`src/rtl/pipe_stage_buf.sv`:
```
`default_nettype none
// ============================================================================
// Module   : pipe_stage_buf
// Purpose  : Elastic pipeline register placed at every inter-stage boundary.
//            It is a DEPTH-entry circular buffer of {ctrl, data} words with a
//            valid/ready handshake on both sides. in_ready comes from
//            registered occupancy only, so back-pressure never forms a
//            combinational path from out_ready to in_ready. flush squashes
//            every held entry, e.g. on a branch mispredict or a trap.
// Ports    : clk, reset (sync, active-high), flush
//            in_valid/in_ready/in_data/in_ctrl     upstream side
//            out_valid/out_ready/out_data/out_ctrl downstream side
//                                                  (zero bubble when empty)
//            count                                 occupancy 0..DEPTH
//            stall_cycles                          PIPE_STAGE_BUF_STATS_EN only
// Options  : `define PIPE_STAGE_BUF_STATS_EN adds the saturating stall_cycles
//            counter output. When undefined the port does not exist.
// Revision : 1.0 - initial release
// ============================================================================
module pipe_stage_buf #(
  parameter  int DATA_WIDTH = 64,
  parameter  int CTRL_WIDTH = 8,
  parameter  int DEPTH      = 2,
  localparam int CNT_W      = $clog2(DEPTH + 1)
) (
  input  logic                  clk,
  input  logic                  reset,
  input  logic                  flush,
  input  logic                  in_valid,
  output logic                  in_ready,
  input  logic [DATA_WIDTH-1:0] in_data,
  input  logic [CTRL_WIDTH-1:0] in_ctrl,
  output logic                  out_valid,
  input  logic                  out_ready,
  output logic [DATA_WIDTH-1:0] out_data,
  output logic [CTRL_WIDTH-1:0] out_ctrl,
  output logic [CNT_W-1:0]      count
`ifdef PIPE_STAGE_BUF_STATS_EN
  ,
  output logic [31:0]           stall_cycles
`endif
);

  // A single-entry buffer still needs a 1-bit pointer so the vectors are legal.
  localparam int PTR_W   = (DEPTH > 1) ? $clog2(DEPTH) : 1;
  localparam int ENTRY_W = DATA_WIDTH + CTRL_WIDTH;

  logic [ENTRY_W-1:0] mem [DEPTH];
  logic [PTR_W-1:0]   rd_ptr;
  logic [PTR_W-1:0]   wr_ptr;
  logic [CNT_W-1:0]   count_q;
  logic [ENTRY_W-1:0] head;
  logic               push;
  logic               pop;

  // DEPTH need not be a power of two, so wrap explicitly at DEPTH-1.
  function automatic logic [PTR_W-1:0] next_ptr(input logic [PTR_W-1:0] ptr);
    if (ptr == PTR_W'(DEPTH - 1)) begin
      return '0;
    end
    return ptr + 1'b1;
  endfunction

  assign in_ready  = (count_q != CNT_W'(DEPTH));
  assign out_valid = (count_q != '0);
  assign push      = in_valid & in_ready;
  assign pop       = out_valid & out_ready;
  assign count     = count_q;

  assign head     = mem[rd_ptr];
  assign out_data = out_valid ? head[DATA_WIDTH-1:0]       : '0;
  assign out_ctrl = out_valid ? head[ENTRY_W-1:DATA_WIDTH] : '0;

  // Pointer and occupancy state. Reset wins over flush; during a flush the
  // handshakes of that cycle are discarded.
  always_ff @(posedge clk) begin
    if (reset || flush) begin
      rd_ptr  <= '0;
      wr_ptr  <= '0;
      count_q <= '0;
    end else begin
      if (push) begin
        wr_ptr <= next_ptr(wr_ptr);
      end
      if (pop) begin
        rd_ptr <= next_ptr(rd_ptr);
      end
      case ({push, pop})
        2'b10:   count_q <= count_q + 1'b1;
        2'b01:   count_q <= count_q - 1'b1;
        default: count_q <= count_q;
      endcase
    end
  end

  // Storage has no reset; contents are only observable through out_valid.
  always_ff @(posedge clk) begin
    if (push && !flush && !reset) begin
      mem[wr_ptr] <= {in_ctrl, in_data};
    end
  end

`ifdef PIPE_STAGE_BUF_STATS_EN
  // Counts cycles in which upstream is blocked by a full buffer. Flush cycles
  // are excluded because the offered word is squashed anyway.
  always_ff @(posedge clk) begin
    if (reset) begin
      stall_cycles <= '0;
    end else if (in_valid && !in_ready && !flush && (stall_cycles != 32'hFFFF_FFFF)) begin
      stall_cycles <= stall_cycles + 32'd1;
    end
  end
`endif

endmodule
`default_nettype wire

```
`config.mk`:
```
export PLATFORM = sky130hd
export DESIGN_NAME = pipe_stage_buf
export DESIGN_NICKNAME = d
export VERILOG_FILES = /design/src/rtl/pipe_stage_buf.sv
export SDC_FILE = /design/constraint.sdc
export NUM_CORES = 1
export LEC_CHECK = 0
export CAP_MARGIN = 40
export CORE_AREA = 8 8 110 137
export CTS_CLUSTER_SIZE = 10
export DETAILED_ROUTE_END_ITERATION = 6
export DIE_AREA = 0 0 118 145
export PLACE_DENSITY_LB_ADDON = 0.15
export SYNTH_ARGS = -nofsm -noshare
export SYNTH_HDL_FRONTEND = slang
export SYNTH_SLANG_ARGS = --single-unit
```
`constraint.sdc`:
```
create_clock -name clk -period 8.25 [get_ports clk]
set_input_delay 1.65 -clock clk [delete_from_list [all_inputs] [get_ports clk]]
set_output_delay 1.65 -clock clk [all_outputs]
set_load 0.01 [all_outputs]
```
==> reports/results.ini, run 1 <==
[run]
max_cap_violations=0

[power]
cellPowerDensity_nw_per_um2=225.9
ir_drop_mv=0.1310
leakage_uw=0.002573

[clock_tree]
clockBufferDepth=2
holdBufCountCts=0
clkSinkCount=149
post_cts_buffers=0
clk_pin_slew_ns=0.06
cts_buffers=17
cts_tree=built
htreeDepth=4
cts-root-buf=clkbuf_16
post_cts_resized=0
worstSkewPairLatency_ns=0.41

[synth]
ys_types=21
syn_nets=410
ys_seq_area_frac=0.7839
synth_flop_cell=edfxtp_1
synth_seq_cells=149
syn_area_per_cell_sq_um=17.00
syn_area_sq_um=5644
synth-edff-count=144
synthArstFlopShare=0
syn_inst=332
ys_warn_count=0

[sta]
grt_setup_unrepaired=false
min_period_ns=4.378
max_slew.worst_pin.slew_ns=0.8432
setup_violations=0
relSlewSlack=0.4365
clock_skew_ns=0.008805
fin_crit_sh=0.5307
slew_viol_final=0
timing.fmax_mhz=228.4
setup-tns-final_ns=0
hold_violations=0

[worst_setup_path]
rr_endpoint=mem[1][46]
cpPeakStageDelay_ns=0.72
critPathLaunchType=flop
rr_worst_depth=5
cp_slowest_cell=buf_4
path_cells=buf_4, mux2i_1, nor2_1, clkdlybuf4s50_1
path_max_fanout=45
crit_required_ns=6.60
critPathKind=flop to primary output
crit_arrival_ns=2.73
cp-end-kind=primary output
rrSetupSlack_ns=5.62
r2r-start=count[0]

[routing]
dr.pass1.iters=4
wl_per_cell_um=17.48
routed_wl_mm=11.83
num_vias=3235
drc=0
vias_per_cell=4.778
drt-initial-drc-count=137
ant_nets=0

[floorplan]
core_sq_um=13000
start_util=0.4343
die-area_sq_um=17110
ios=153
die_height_um=145
rows=47
die_w_um=118

[placement]
globalplace.congestion=0.7229
place_area_sq_um=7363
place_hpwl_mm=7.805
numPortBuffers=152

[status]
status=finished clean

[final_layout]
drive_above_1_share=0.08103
area_growth_pct=41.68
nets=571
nFillCells=977
antenna_cells=0
design_area_sq_um=7996

[worst_hold_path]
min-delay-start=rd_ptr
min_to=rd_ptr
worstHoldPathType=flop to flop
min_path_cells=2

[global_route]
grt_use_total=0.1400
first_global_vias=3548
antenna_found_initial=0
grt-ovfl-total=0
grt_max_degree=59
grt_first_pass_wirelength_mm=18.49

-- registers in the layout, indices dropped and copies added (netlist names), named ones only --
register  flops
wr_ptr        1
rd_ptr        1
count         2
mem         144
-- synthesized netlist by cell type, types with 2 or more instances --
library cell | number | area, sq um
a21oi_1 | 2 | 10.01
buf_2 | 8 | 40.04
buf_4 | 7 | 52.55
dfxtp_1 | 5 | 100.1
edfxtp_1 | 144 | 4324
inv_1 | 3 | 11.26
mux2i_1 | 72 | 720.7
nor2_1 | 75 | 281.5
nor3_1 | 2 | 10.01
o21ai_0 | 2 | 10.01
xor2_1 | 2 | 17.52
-- worst max-delay path: cells and delay by family, from the launching register on --
| kind | cells | cell delay, ns |
|---|---|---|
| AND/OR/NAND/NOR | 1 | 0.17 |
| multiplexers | 1 | 0.16 |
| buffers and inverters | 2 | 1.31 |
| flip-flops | 1 | 0.67 |
-- stage by stage --
step	worst slack (ns)	util	std cells	power (uW)	hold WS, ns
after floorplan	0.6794	-	332	921.1	0.4725
after global placement	3.715	0.5642	643	1010	0.4974
after detailed placement	4.019	0.5666	645	1013	0.5145
after CTS	3.788	0.6153	677	1828	0.5293
after global routing	3.648	0.6153	677	1869	0.5488
final	3.872	0.6153	677	1806	0.5318
-- area by class of cell --
type,instances,area (sq um),share of cell area
clock buffers,21,460.4,0.05758
clock inverters,11,172.7,0.02159
inverters,3,11.26,0.001408
multi-input cells,164,1127,0.1410
flip-flops and latches,149,4428,0.5537
well taps,171,214.0,0.02676
repair buffers,158,1583,0.1979
-- cells in the final DEF, fill, tap and decap left out, types with 2 or more instances in the layout --
master	n
clkbuf_8	2
edfxtp_1	144
o21ai_0	2
a21oi_1	2
clkbuf_1	2
buf_4	4
clkdlybuf4s50_1	152
nor3_2	2
inv_6	3
clkbuf_16	17
clkinv_2	2
mux2i_1	72
dfxtp_1	4
nor2_1	75
bufinv_16	4
xor2_1	2
inv_1	3
-- cell families after synthesis --
kind of cell	synth area share
AOI/OAI and AO/OA	0.004878
DFF	0.7839
adders and majority gates	0.002216
xor gates and xnor gates	0.004656
muxes	0.1277
and+or+nand+nor	0.05764
buffers and inverters	0.01906
-- layer usage --
metal | routed length [um] | track usage | vias to the layer above
met5 | 0 | 0 | -
met1 | 4760 | 0.1443 | 1565
met2 | 6072 | 0.2466 | 110
met4 | 94 | 0.04817 | 0
li1 | - | - | 1553
met3 | 904 | 0.06289 | 7
-- worst max-delay path by stage --
stage / start / endpoint / cells after the start
floorplan: flush / mem[0][0] / 3
global placement: flush / mem[1][59] / 4
detailed placement: flush / mem[1][50] / 5
CTS: flop / out_data[10] / 4
global route: flop / out_data[13] / 4
finish: flop / out_data[10] / 4
-- where the power goes --
| part | internal (uW) | switching, uW |
|---|---|---|
| combinational | 80.8 | 63.0 |
| sequential | 846 | 5.76 |
| clock | 525 | 286 |
| total | 1450 | 355 |
No activity file was read; power rests on OpenSTA's default activity.
==> run 2: changes to the inputs <==
Settings changed: CORE_AREA 8 8 110 137 to 8 8 112 140, DIE_AREA 0 0 118 145 to 0 0 120 148.
Clock period 8.25 ns to 3.7 ns, I/O delays scaled along.
==> reports/results.ini, run 2 (synthesis results as in run 1) <==
[status]
status=finished clean

[routing]
wl_per_cell_um=18.05
num_vias=3245
ant_nets=0
dr.pass1.iters=4
drt-initial-drc-count=163
vias_per_cell=4.765
drc=0
routed_wl_mm=12.30

[final_layout]
post-route-util=0.5897
nets=571
layout_commonest_cell=clkdlybuf4s50_1
top_register=mem
drive_above_1_share=0.08103
design_area_sq_um=7969
area_growth_pct=41.19
final_cell_mix=clkdlybuf4s50_1, edfxtp_1, nor2_1
largest_reg_flops=144
antenna_cells=0

[worst_setup_path]
critPathKind=flop to primary output
cpPeakStageDelay_ns=0.64
rrSetupSlack_ns=1.79
crit_required_ns=2.96
rr_worst_depth=4
crit_arrival_ns=2.28
critPathLaunchType=flop
path_cells=buf_12, mux2i_1, nor2_1, clkdlybuf4s50_1
cp_slowest_cell=dfxtp_4
rr_endpoint=mem[1][64]
cp-end-kind=primary output
r2r-start=count[0]
path_max_fanout=35

[power]
cellPowerDensity_nw_per_um2=477.2
internal-power_uw=3009
p_sw_uw=793.6
clockPowerShare=0.415
switching_share=0.2087
ir_drop_mv=0.2951
p_total_uw=3803
leakage_uw=0.002534
seqPwrFrac=0.499
combPwrFrac=0.086

[floorplan]
core_sq_um=13510
start_util=0.4177
ios=153
rows=48
die-area_sq_um=17760
die_height_um=148
die_w_um=120

[sta]
min_period_ns=3.021
relSlewSlack=0.5881
setup_ws_ns=0.6792
timing.hold.ws_ns=0.5299
fin_crit_sh=0.8164
hold_violations=0
clock_skew_ns=0.005884
timing.fmax_mhz=331.0
max_slew.worst_pin.slew_ns=0.6164
grt_setup_unrepaired=false
setup_violations=0
slew_viol_final=0

[placement]
place_area_sq_um=7415
place_hpwl_mm=8.128
numPortBuffers=152
globalplace.congestion=0.7110
dp_worst_setup_slack_ns=1.086

[clock_tree]
clockBufferDepth=2
post_cts_buffers=0
worstSkewPairLatency_ns=0.41
cts_tree=built
post_cts_resized=0
cts-root-buf=clkbuf_16
cts_buffers=17
clkSinkCount=149
holdBufCountCts=0
htreeDepth=4
clk_pin_slew_ns=0.06

[worst_hold_path]
min-delay-start=rd_ptr
min_to=rd_ptr
min_path_cells=2
worstHoldPathType=flop to flop

[global_route]
grt_first_pass_wirelength_mm=18.72
grt_use_total=0.1399
first_global_vias=3558
grt-ovfl-total=0
antenna_found_initial=0
grt_max_degree=73

[run]
max_cap_violations=0

[run 2: changes by cell type in the layout (fill, tap and decap cells not counted), sizes merged]
cell | before | now
bufinv | 4 | 1
clkbuf | 21 | 20
clkinv | 3 | 5
inv | 6 | 3
clkinvlp | 1 | 6
[run 2: layout make-up]
type	count	area [sq um]
clock buffers	20	446.7
well taps	175	219.0
clock inverters	12	107.6
flip-flops and latches	149	4428
fillers	1083	5544
inverters	3	11.26
repair buffers	158	1617
multi-input cells	164	1140
[run 2: worst max-delay path: cells and delay by family (launching register included)]
| kind | cells | cell delay (ns) |
|---|---|---|
| flops | 1 | 0.64 |
| buf+inv | 2 | 0.89 |
| mux | 1 | 0.11 |
| simple gates | 1 | 0.17 |
[run 2: worst max path at each step]
stage | start | to | slack [ns] | cells past startpoint
after floorplan | flush | mem[0][0] | -0.77 | 3
after global placement | flop | out_data[28] | 1.10 | 4
after detailed placement | count[1] | out_data[34] | 1.09 | 4
after CTS | count[1] | out_data[34] | 0.64 | 4
after global routing | count[1] | out_data[12] | 0.50 | 4
final | flop | out_ctrl[7] | 0.68 | 4
[run 2: per-layer routing]
layer,global-route usage,vias up,wire (um)
li1,-,1544,-
met1,0.1448,1580,4619
met2,0.2492,102,6646
met3,0.04885,19,782
met4,0.06199,0,246
met5,0,-,0
[run 2: power by group through the flow]
stage / Combinational, uW / Clock (uW) / Sequential (uW)
after detailed placement: 332 / 0 / 1930
after global routing: 353 / 1690 / 1900
after CTS: 334 / 1620 / 1900
after global placement: 327 / 0 / 1930
after floorplan: 119 / 0 / 1930
final: 327 / 1580 / 1900
[run 2: through the flow]
step / instances / setup TNS (ns)
floorplan: 332 / -110.51
global placement: 649 / 0
CTS: 681 / 0
finish: 681 / 0
detailed placement: 649 / 0
global route: 681 / 0
==> run 3: changes to the inputs <==
Settings changed: CORE_AREA 8 8 112 140 to 8 8 110 137, DIE_AREA 0 0 120 148 to 0 0 118 145.
Clock period 3.7 ns to 2.8 ns, I/O delays scaled along.
==> reports/results.ini, run 3 (synthesis results as in run 1) <==
[routing]
num_vias=3216
dr.pass1.iters=4
ant_nets=0
drc=0
wl_per_cell_um=17.39
routed_wl_mm=11.82
vias_per_cell=4.729
drt-initial-drc-count=129

[placement]
numPortBuffers=152
dpl.cell_count=648
globalplace.congestion=0.7307
place_hpwl_mm=8.254

[clock_tree]
cts-root-buf=clkbuf_16
htreeDepth=4
clkSinkCount=149
cts_buffers=17
post_cts_resized=0
clk_pin_slew_ns=0.06
clockBufferDepth=2
post_cts_buffers=0
worstSkewPairLatency_ns=0.40
cts_tree=built
holdBufCountCts=0

[floorplan]
die_height_um=145
die-area_sq_um=17110
core_sq_um=13000
rows=47
start_util=0.4343
ios=153
die_w_um=118

[sta]
max_slew.worst_pin.slew_ns=0.3097
timing.fmax_mhz=384.7
relSlewSlack=0.7914
setup_violations=0
slew_viol_final=0
min_period_ns=2.599
clock_skew_ns=0.007271
timing.hold.ws_ns=0.5217
fin_crit_sh=0.9283
hold_violations=0
grt_setup_unrepaired=false

[final_layout]
drive_above_1_share=0.08251
largest_reg_flops=144
antenna_cells=0
area_growth_pct=42.85
multi_input_area_sq_um=1142
final_cell_mix=clkdlybuf4s50_1, edfxtp_1, nor2_1
post-route-util=0.6204
nets=574
nFillCells=959
stdcell_count=680
seqCellArea_sq_um=4428
layout_commonest_cell=clkdlybuf4s50_1
top_register=mem

[global_route]
antenna_found_initial=0
grt-ovfl-total=0
grt_first_pass_wirelength_mm=18.55
first_global_vias=3449
grt_use_total=0.1406
grt_max_degree=44

[worst_setup_path]
critPathLaunchType=flop
crit_required_ns=2.24
path_cells=buf_12, mux2i_1, nor2_1, clkdlybuf4s50_1
cp_slowest_cell=clkdlybuf4s50_1
critPathKind=flop to primary output
cp-end-kind=primary output
crit_buf_inv=2
cpPeakStageDelay_ns=0.56
path_max_fanout=30
crit_family=buffers and inverters
crit_arrival_ns=2.04

[status]
status=finished clean

[run]
max_cap_violations=0

[power]
leakage_uw=0.002577
cellPowerDensity_nw_per_um2=642.6
p_total_uw=5181
ir_drop_mv=0.4099

[worst_hold_path]
worstHoldPathType=flop to flop

[run 3: changes by cell type in the layout (fill, tap and decap cells not counted)]
cell,before,now
buf_12,4,7
bufinv_16,1,3
clkbuf_8,1,0
clkinv_1,0,2
clkinv_2,3,1
clkinv_4,2,1
clkinvlp_4,6,5
inv_6,0,1
or2_2,1,0
or2_4,0,1
[run 3: cell type report]
class | instances | share of cell area
tap | 171 | 0.02654
clock buffer | 19 | 0.05369
sequential | 149 | 0.5492
clock inverter | 13 | 0.01955
inverter | 3 | 0.001397
timing repair buffer | 161 | 0.2079
multi-input combinational | 164 | 0.1417
[run 3: metrics by stage]
| step | cell area [sq um] | TNS, ns | setup slack [ns] |
|---|---|---|---|
| floorplan | 5679 | -45.75 | -0.3380 |
| CTS | 8063 | 0 | 0.1586 |
| detailed placement | 7472 | 0 | 0.5984 |
| global route | 8063 | 0 | 0.07345 |
| finish | 8063 | 0 | 0.2007 |
| global placement | 7472 | 0 | 0.6222 |
[run 3: worst register-to-register path, delay by kind of cell (launching register included)]
kind | cells | cell delay, ns
fa+ha+maj | 1 | 0.38
compound gates | 1 | 0.15
simple gates | 3 | 0.75
flops | 1 | 0.49
[run 3: worst paths after layout]
| path | from | endpoint | slack (ns) | cells past startpoint |
|---|---|---|---|---|
| worst min register to register | rd_ptr | rd_ptr | 0.52 | 2 |
| worst min-delay path | rd_ptr | rd_ptr | 0.52 | 2 |
| worst max-delay path | flop | out_data[59] | 0.20 | 4 |
| worst max register to register | count[0] | count[1] | 0.97 | 5 |
[run 3: report_power, final]
part           switching [uW]  internal (uW)  leakage (uW)  total [uW]
sequential               15.2           2490       0.00135        2510
clock                     838           1400      0.000271        2230
combinational             191            249      0.000957         439
total                    1040           4140       0.00258        5180
[run 3: per-layer routing]
metal  share of wire  wire, um  GRT usage  vias up
met5               0         0          0        -
met3           0.072       850    0.06095        9
met1            0.40      4711     0.1526     1537
met4           0.012       143    0.04881        0
li1                -         -          -     1556
met2            0.52      6117     0.2400      114
